===== src/rtl/pwm_fade_ctrl.sv =====
// pwm_fade_ctrl
//
// Ramp sequencer for a single PWM channel. A command (target, step, divider)
// is accepted while idle; pwm_value then moves toward the target by one step
// every (div+1) rising edges of the PWM unit's period strobe. The target is
// clamped to pwm_range when the command is accepted.
//
// Ports:
//   pwm_clk     in   clock, rising edge
//   pwm_reset   in   asynchronous active-low reset
//   pwm_period  in   period strobe from the PWM unit (high while it is in reset)
//   pwm_range   in   current PWM range, sampled at command accept only
//   cmd_valid   in   command request
//   cmd_ready   out  high in IDLE
//   cmd_target  in   final duty value
//   cmd_step    in   increment per step (0 behaves as 1)
//   cmd_div     in   step every cmd_div+1 period edges
//   cmd_abort   in   stop an active ramp, keep the current value
//   pwm_value   out  duty value to the PWM unit
//   busy        out  ramp in progress
//   done        out  one-cycle pulse when the target is reached
//   state_dbg   out  current FSM state (0 IDLE, 1 RAMP_UP, 2 RAMP_DOWN)
//
// Handshake: a command transfers on a rising pwm_clk edge where
// cmd_valid & cmd_ready are both high. cmd_valid need not be held, and the
// command fields are only looked at in that cycle.

module pwm_fade_ctrl #(
  parameter int WIDTH     = 8,
  parameter int DIV_WIDTH = 8
) (
  input  logic                 pwm_clk,
  input  logic                 pwm_reset,
  input  logic                 pwm_period,
  input  logic [WIDTH-1:0]     pwm_range,
  input  logic                 cmd_valid,
  output logic                 cmd_ready,
  input  logic [WIDTH-1:0]     cmd_target,
  input  logic [WIDTH-1:0]     cmd_step,
  input  logic [DIV_WIDTH-1:0] cmd_div,
  input  logic                 cmd_abort,
  output logic [WIDTH-1:0]     pwm_value,
  output logic                 busy,
  output logic                 done,
  output logic [1:0]           state_dbg
);

  typedef enum logic [1:0] {
    IDLE      = 2'd0,
    RAMP_UP   = 2'd1,
    RAMP_DOWN = 2'd2
  } state_t;

  state_t               state, state_d;
  logic                 period_q;
  logic [WIDTH-1:0]     tgt, tgt_d;
  logic [WIDTH-1:0]     stp, stp_d;
  logic [DIV_WIDTH-1:0] div, div_d;
  logic [DIV_WIDTH-1:0] div_cnt, div_cnt_d;
  logic [WIDTH-1:0]     value_d;
  logic                 done_d;

  logic                 edge_det;
  logic [WIDTH-1:0]     cmd_tgt_clamped;
  logic [WIDTH-1:0]     cmd_stp_fixed;
  logic [WIDTH-1:0]     dist_up;
  logic [WIDTH-1:0]     dist_down;

  // period_q resets high so a strobe held high through reset is not seen
  // as a rising edge once reset is released.
  assign edge_det        = pwm_period & ~period_q;
  assign cmd_tgt_clamped = (cmd_target > pwm_range) ? pwm_range : cmd_target;
  assign cmd_stp_fixed   = (cmd_step == '0) ? WIDTH'(1) : cmd_step;

  // Remaining distance; only meaningful in the matching ramp direction.
  // Comparing the distance against the step avoids any wrap of value+step.
  assign dist_up   = tgt - pwm_value;
  assign dist_down = pwm_value - tgt;

  assign cmd_ready = (state == IDLE);
  assign busy      = (state != IDLE);
  assign state_dbg = state;

  always_ff @(posedge pwm_clk or negedge pwm_reset) begin
    if (!pwm_reset) begin
      state     <= IDLE;
      period_q  <= 1'b1;
      tgt       <= '0;
      stp       <= '0;
      div       <= '0;
      div_cnt   <= '0;
      pwm_value <= '0;
      done      <= 1'b0;
    end else begin
      state     <= state_d;
      period_q  <= pwm_period;
      tgt       <= tgt_d;
      stp       <= stp_d;
      div       <= div_d;
      div_cnt   <= div_cnt_d;
      pwm_value <= value_d;
      done      <= done_d;
    end
  end

  always_comb begin
    state_d   = state;
    tgt_d     = tgt;
    stp_d     = stp;
    div_d     = div;
    div_cnt_d = div_cnt;
    value_d   = pwm_value;
    done_d    = 1'b0;

    case (state)
      IDLE: begin
        // cmd_abort is ignored here; a coincident command is still taken.
        if (cmd_valid) begin
          tgt_d     = cmd_tgt_clamped;
          stp_d     = cmd_stp_fixed;
          div_d     = cmd_div;
          div_cnt_d = '0;
          if (cmd_tgt_clamped > pwm_value) begin
            state_d = RAMP_UP;
          end else if (cmd_tgt_clamped < pwm_value) begin
            state_d = RAMP_DOWN;
          end else begin
            done_d = 1'b1;
          end
        end
      end

      RAMP_UP: begin
        // Abort takes priority over a step on the same edge.
        if (cmd_abort) begin
          state_d = IDLE;
        end else if (edge_det) begin
          if (div_cnt != div) begin
            div_cnt_d = div_cnt + DIV_WIDTH'(1);
          end else begin
            div_cnt_d = '0;
            if (dist_up <= stp) begin
              value_d = tgt;
              done_d  = 1'b1;
              state_d = IDLE;
            end else begin
              value_d = pwm_value + stp;
            end
          end
        end
      end

      RAMP_DOWN: begin
        if (cmd_abort) begin
          state_d = IDLE;
        end else if (edge_det) begin
          if (div_cnt != div) begin
            div_cnt_d = div_cnt + DIV_WIDTH'(1);
          end else begin
            div_cnt_d = '0;
            if (dist_down <= stp) begin
              value_d = tgt;
              done_d  = 1'b1;
              state_d = IDLE;
            end else begin
              value_d = pwm_value - stp;
            end
          end
        end
      end

      default: begin
        state_d = IDLE;
      end
    endcase
  end

endmodule

===== config.mk =====
export PLATFORM = sky130hd
export DESIGN_NAME = pwm_fade_ctrl
export DESIGN_NICKNAME = d
export VERILOG_FILES = /design/src/rtl/pwm_fade_ctrl.sv
export SDC_FILE = /design/constraint.sdc
export NUM_CORES = 1
export LEC_CHECK = 0
export ABC_AREA = 1
export BUFFER_PORTS_ARGS = -buffer_cell sky130_fd_sc_hd__buf_4
export CAP_MARGIN = 30
export CORE_AREA = 2 2 119 121
export CTS_BUF_LIST = sky130_fd_sc_hd__clkbuf_8
export DETAILED_ROUTE_END_ITERATION = 10
export DIE_AREA = 0 0 121 123
export PLACE_DENSITY = 0.51
export SLEW_MARGIN = 20
export SYNTH_ARGS = -nofsm -noshare
export SYNTH_HDL_FRONTEND = slang
export SYNTH_SLANG_ARGS = --single-unit

===== constraint.sdc =====
create_clock -name pwm_clk -period 3.3 [get_ports pwm_clk]
set_input_delay 0.33 -clock pwm_clk [delete_from_list [all_inputs] [get_ports pwm_clk]]
set_output_delay 0.33 -clock pwm_clk [all_outputs]
set_load 0.03 [all_outputs]

Word level (Yosys, flattened, before mapping)
Index checks and enable logic that the tools add are counted.
- logic and storage cells: 89
- output and inout bits: 13
- input bits: 37
- register bits: 44
- equal/unequal tests: 19
- magnitude comparators: 5
- multiplexer cells: 40
- bitwise gates (word level): 2
- $add $sub $neg: 5
- reductions and logical operators: 10
- operators by type and width (kind ; count):
    8-bit 2-to-1 mux ; 14
    8-bit one-hot mux with 2 select lines ; 2
    8-bit subtractor ; 3
    2-bit 2-to-1 mux ; 11
    3-bit != test (second input constant) ; 6
    8-bit > comparator ; 2
    8-bit <= comparator ; 2
    2-bit != test (second input constant) ; 8
    1-bit 2-to-1 mux ; 11
    8-bit by 1-bit adder with 8-bit output (second input constant) ; 1
    8-bit adder ; 1
    8-bit logical NOT ; 1
    8-bit less-than comparator ; 1
    8-bit != test ; 1
    8-bit AND reduction ; 1
    7-bit AND reduction ; 1
    2-bit one-hot mux with 3 select lines ; 1
    2-bit nonzero test ; 3
    4-bit AND reduction ; 1
    3-bit by 1-bit != test with 1-bit output (second input constant) ; 1
    1-bit one-hot mux with 3 select lines ; 1
    2-bit by 1-bit == test with 1-bit output (second input constant) ; 1
    2-bit == test (second input constant) ; 1
    2-bit logical NOT ; 1
    5 further kinds ; 5

Depth between registers and ports, before layout
- depth in word-level cells: 7
- gate-level depth with buffers: 24
- mapped depth without buffers: 24

Worst setup path after synthesis
No wires, ideal clock.
- path type: reg-to-reg
- start: reg pwm_value[1]
- end: reg state[0], in the netlist state_dbg[0]
- cell stages (with the launch flop): 18
- arrival: 2985 ps
- slack: 197 ps
- path buffers: 0
- setup time: 118 ps
- period minus slack after synthesis: 3103 ps
- required time: 3182 ps
- cell sequence: dfrtp_1 inv_1 fa_1 o21ai_0 a21oi_1 nor2_1 nor2_1 xnor2_1 ha_1 nand2_1 nor2_2 nand4_2 nand3_1 nand2_1 nand2_1 nand2_1 nand2_1 nand2_1
- longest elaborated chain between the ends: 4
- elaborated cells on any way between the ends: 13
- those cells by class: 2 x add/sub; 4 x order compare; 3 x eq/ne; 3 x mux; 1 x reduce/logical
- ends and longest elaborated chain (item ; line ; text):
    from (decl) ; 42 ; output logic [WIDTH-1:0] pwm_value,
    from (signal assigned) ; 101 ; pwm_value <= value_d;
    8-bit subtractor (tied with other cells) ; 78 ; assign dist_down = pwm_value - tgt;
    8-bit <= comparator (tied with other cells) ; 161 ; if (dist_down <= stp) begin
    3-bit != test (no line) or 2-bit 2-to-1 mux (tied branches) ; - ;
    8-bit AND reduction (no line) or 2-bit one-hot mux with 3 select lines (tied branches) ; - ;
    to (signal assigned) ; 95 ; state <= state_d;
    to (decl) ; 54 ; state_t state, state_d;
Several ways; a longest one is shown, not always the timed one. The select of a mux whose other input is x is not followed.
A chain may end at the register's enable or synchronous reset.

Final worst setup path
- start: reg tgt[0]
- end: reg pwm_value[7]
- longest elaborated chain between the ends: 7
- elaborated cells on any way between the ends: 13
- those cells by class: 2 x add/sub; 2 x order compare; 9 x mux
- ends and longest elaborated chain (item ; line ; text):
    from (decl) ; 56 ; logic [WIDTH-1:0] tgt, tgt_d;
    from (signal assigned) ; 97 ; tgt <= tgt_d;
    8-bit subtractor, on equally long branches ; 78, 77 ;
    8-bit <= comparator, on equally long branches ; 161, 142 ;
    8-bit 2-to-1 mux, on equally long branches ; 161, 142 ;
    8-bit 2-to-1 mux, on equally long branches ; 157, 138 ;
    8-bit 2-to-1 mux, on equally long branches ; 156, 137 ;
    8-bit 2-to-1 mux, on equally long branches ; 154, 135 ;
    8-bit one-hot mux with 2 select lines * ; 115 ; case (state)
Every way passes the cells marked *; elsewhere a longest branch is shown, timed or not. The select of a mux whose other input is x is not followed.

==> impl_metrics.toml <==
[timing]
period_share = 0.9438
fmax_ghz = 0.3211
clock_skew_ns = 0.006940
worst_slack_ns = 0.1853
final-setup-viol-count = 0
relSlewSlack = 0.4733
drv_slew = 0
finalHoldViolCount = 0
fin_hold_ws_ns = 0.01243
tightest_slew_ns = 0.7829
fin_crit_ns = 3.115

[final_layout]
diodes = 0
mostFrequentLayoutCells = "nand2_1 (211), inv_1 (97), buf_4 (69)"
utilization = 0.4051
drive_gt1_frac = 0.1602
finalNetCount = 847
layout_commonest_cell = "nand2_1"
area_growth_pct = 19.08

[placement]
hpwl_um = 11020
gp_congestion = 0.9117
portBuffers = 49
pre_cts_slack_ns = 0.08701

[drt]
drt-pass1-iter-count = 4
viasPerCell = 4.731
routed_wirelength_um = 13500
wl_per_cell_um = 14.63
drtIter0Drc = 207
drc = 0
final_antenna_net_count = 0
route.vias.total = 4367

[cts]
root_buffer = "clkbuf_8"
cts_buffers = 5
clock_latency_ns = 0.32
cts.sinks = 44
holdBufCountCts = 0
cts_tree = "done"
path_clk_slew_ns = 0.10
max-clock-path-buffers = 2
htreeDepth = 2

[critical_path]
cp-end-kind = "flop"
regToRegStartpoint = "tgt[0]"
worstSetupEndpoint = "pwm_value[7]"
timing.rr.end = "pwm_value[7]"
worstSetupStartpoint = "tgt[0]"
path_class = "flop to flop"
required_ns = 3.56
critPathMaxFanout = 8
reg2reg_depth = 21
crit_arrival_ns = 3.38
rrSetupSlack_ns = 0.19
start_kind = "flop"

[worst_hold_path]
hold_path_class = "input port to async pin"

[logic_synthesis]
synthDistinctLibCells = 43
ys_warn_count = 0
syn_inst = 677
yosysSeqAreaShare = 0.2380
yosys_register_bits = 44
netlist_area_sq_um = 4631
avgSynthCellArea_sq_um = 6.840
syn_nets = 782

[outcome]
outcome = "finished clean"

[run]
drv_cap = 0

[grt]
grt_max_degree = 45
grt.overflow.total = 0
grt_pass1_wl_um = 21330
grt.total_usage = 0.1851
grt_antenna_before_repair = 0
grt_pass1_vias = 4262

[floorplan]
io_pins = 50
die-height_um = 123
design.core.area_sq_um = 13610
die_w_um = 121
row_count = 43
die_area_sq_um = 14880
initial_core_util = 0.3402

[power_and_ir_drop]
ir_drop_uv = 356.3
cellLeakagePower_uw = 0.003014
powerDensity_nw_per_um2 = 1046
[layer usage]
layer / vias up / global-route usage / wire [um] / part of all wire
met1: 1965 / 0.2384 / 6181 / 0.46
li1: 2277 / - / - / -
met5: - / 0 / 0 / 0
met3: 16 / 0.03321 / 590 / 0.044
met4: 0 / 0.05887 / 352 / 0.026
met2: 109 / 0.3150 / 6377 / 0.47
[cell usage after synthesis, drive strengths merged]
| library cell | count | area (sq um) |
|---|---|---|
| a211o | 1 | 8.760 |
| a211oi | 1 | 7.510 |
| a21boi | 1 | 7.510 |
| a21o | 7 | 52.55 |
| a21oi | 26 | 133.9 |
| a22oi | 1 | 7.510 |
| a31oi | 1 | 6.260 |
| a41oi | 1 | 8.760 |
| and2 | 9 | 58.81 |
| buf | 7 | 37.54 |
| clkbuf | 4 | 15.01 |
| clkinv | 1 | 3.750 |
| dfrtp | 43 | 1076 |
| dfstp | 1 | 26.28 |
| fa | 4 | 80.08 |
| ha | 64 | 800.8 |
| inv | 101 | 379.1 |
| nand2 | 221 | 852.1 |
| nand3 | 68 | 340.3 |
| nand3b | 1 | 7.510 |
| nand4 | 9 | 75.08 |
| nor2 | 46 | 220.2 |
| nor3 | 7 | 46.30 |
| nor3b | 2 | 25.02 |
| nor4 | 1 | 6.260 |
| o2111ai | 1 | 8.760 |
| o211ai | 2 | 15.01 |
| o21ai | 20 | 100.1 |
| o21bai | 1 | 7.510 |
| or2 | 1 | 6.260 |
| xnor2 | 10 | 87.58 |
| xor2 | 14 | 122.6 |
[cell families after synthesis]
family          Yosys count  synth area share
simple gates            365            0.3537
compound gates           63           0.07863
fa+ha+maj                68            0.1902
buf+inv                 113           0.09403
flops                    44            0.2380
xor+xnor                 24           0.04539
[flip-flops by register name, indices dropped and copies added, names as in the netlist]
register and count:
stp 8, tgt 8, state_dbg 2, div_cnt 8, done 1, div 8
period_q 1, pwm_value 8
[worst min path at each step]
stage	from	end	slack (ns)	cells after the start
after global placement	pwm_reset	stp[3]	0.38	1
after CTS	pwm_reset	stp[3]	0.03	1
after detailed placement	pwm_reset	stp[3]	0.39	1
after global routing	pwm_reset	stp[3]	0.05	1
after floorplan	pwm_reset	div[0]	0.03	0
final	pwm_reset	stp[3]	0.01	1
[repair_timing]
item | in CTS | in global routing
endpoints found under the setup margin | 0 | 11
buffers inserted | 0 | 6
resized for setup | 0 | 18
[layout make-up]
class | instances | area (sq um)
clock buffer | 6 | 82.58
clock inverter | 2 | 38.79
fill | 1450 | 8098
inverter | 102 | 382.9
multi-input combinational | 520 | 3164
sequential | 44 | 1102
tap | 180 | 225.2
timing repair buffer | 69 | 518.0
[report_power, final]
part | internal [uW] | switching [uW] | total, uW | leakage (uW)
Clock | 248 | 224 | 472 | 0.0000614
Sequential | 723 | 201 | 924 | 0.000565
Combinational | 1670 | 2710 | 4370 | 0.00239
Total | 2640 | 3130 | 5770 | 0.00301
[worst max-delay path, stage by stage, from the launching register on]
cell,delay (ns)
dfrtp_1,0.42
inv_2,0.08
ha_2,0.18
inv_1,0.05
fa_2,0.35
a21oi_2,0.14
o21bai_2,0.09
a21oi_1,0.16
nor2_1,0.05
nor2_1,0.11
xnor2_1,0.14
ha_1,0.26
nand2_2,0.09
nor2_1,0.06
nor2_2,0.17
nand2_2,0.12
nand2_4,0.14
buf_4,0.14
nand2_1,0.04
nand3_1,0.08
nand3_1,0.08
nand2_1,0.08
[metrics by stage]
stage	cells	area, sq um	TNS [ns]	total power [uW]
6_report	923	5514	0	5769
5_1_grt	923	5514	-0.08000	6342
4_1_cts	917	5398	0	5348
3_5_place_dp	909	5276	0	4852
3_3_place_gp	909	5276	0	4823
2_1_floorplan	677	4631	0	3763
(Power assumes the default switching activity.)
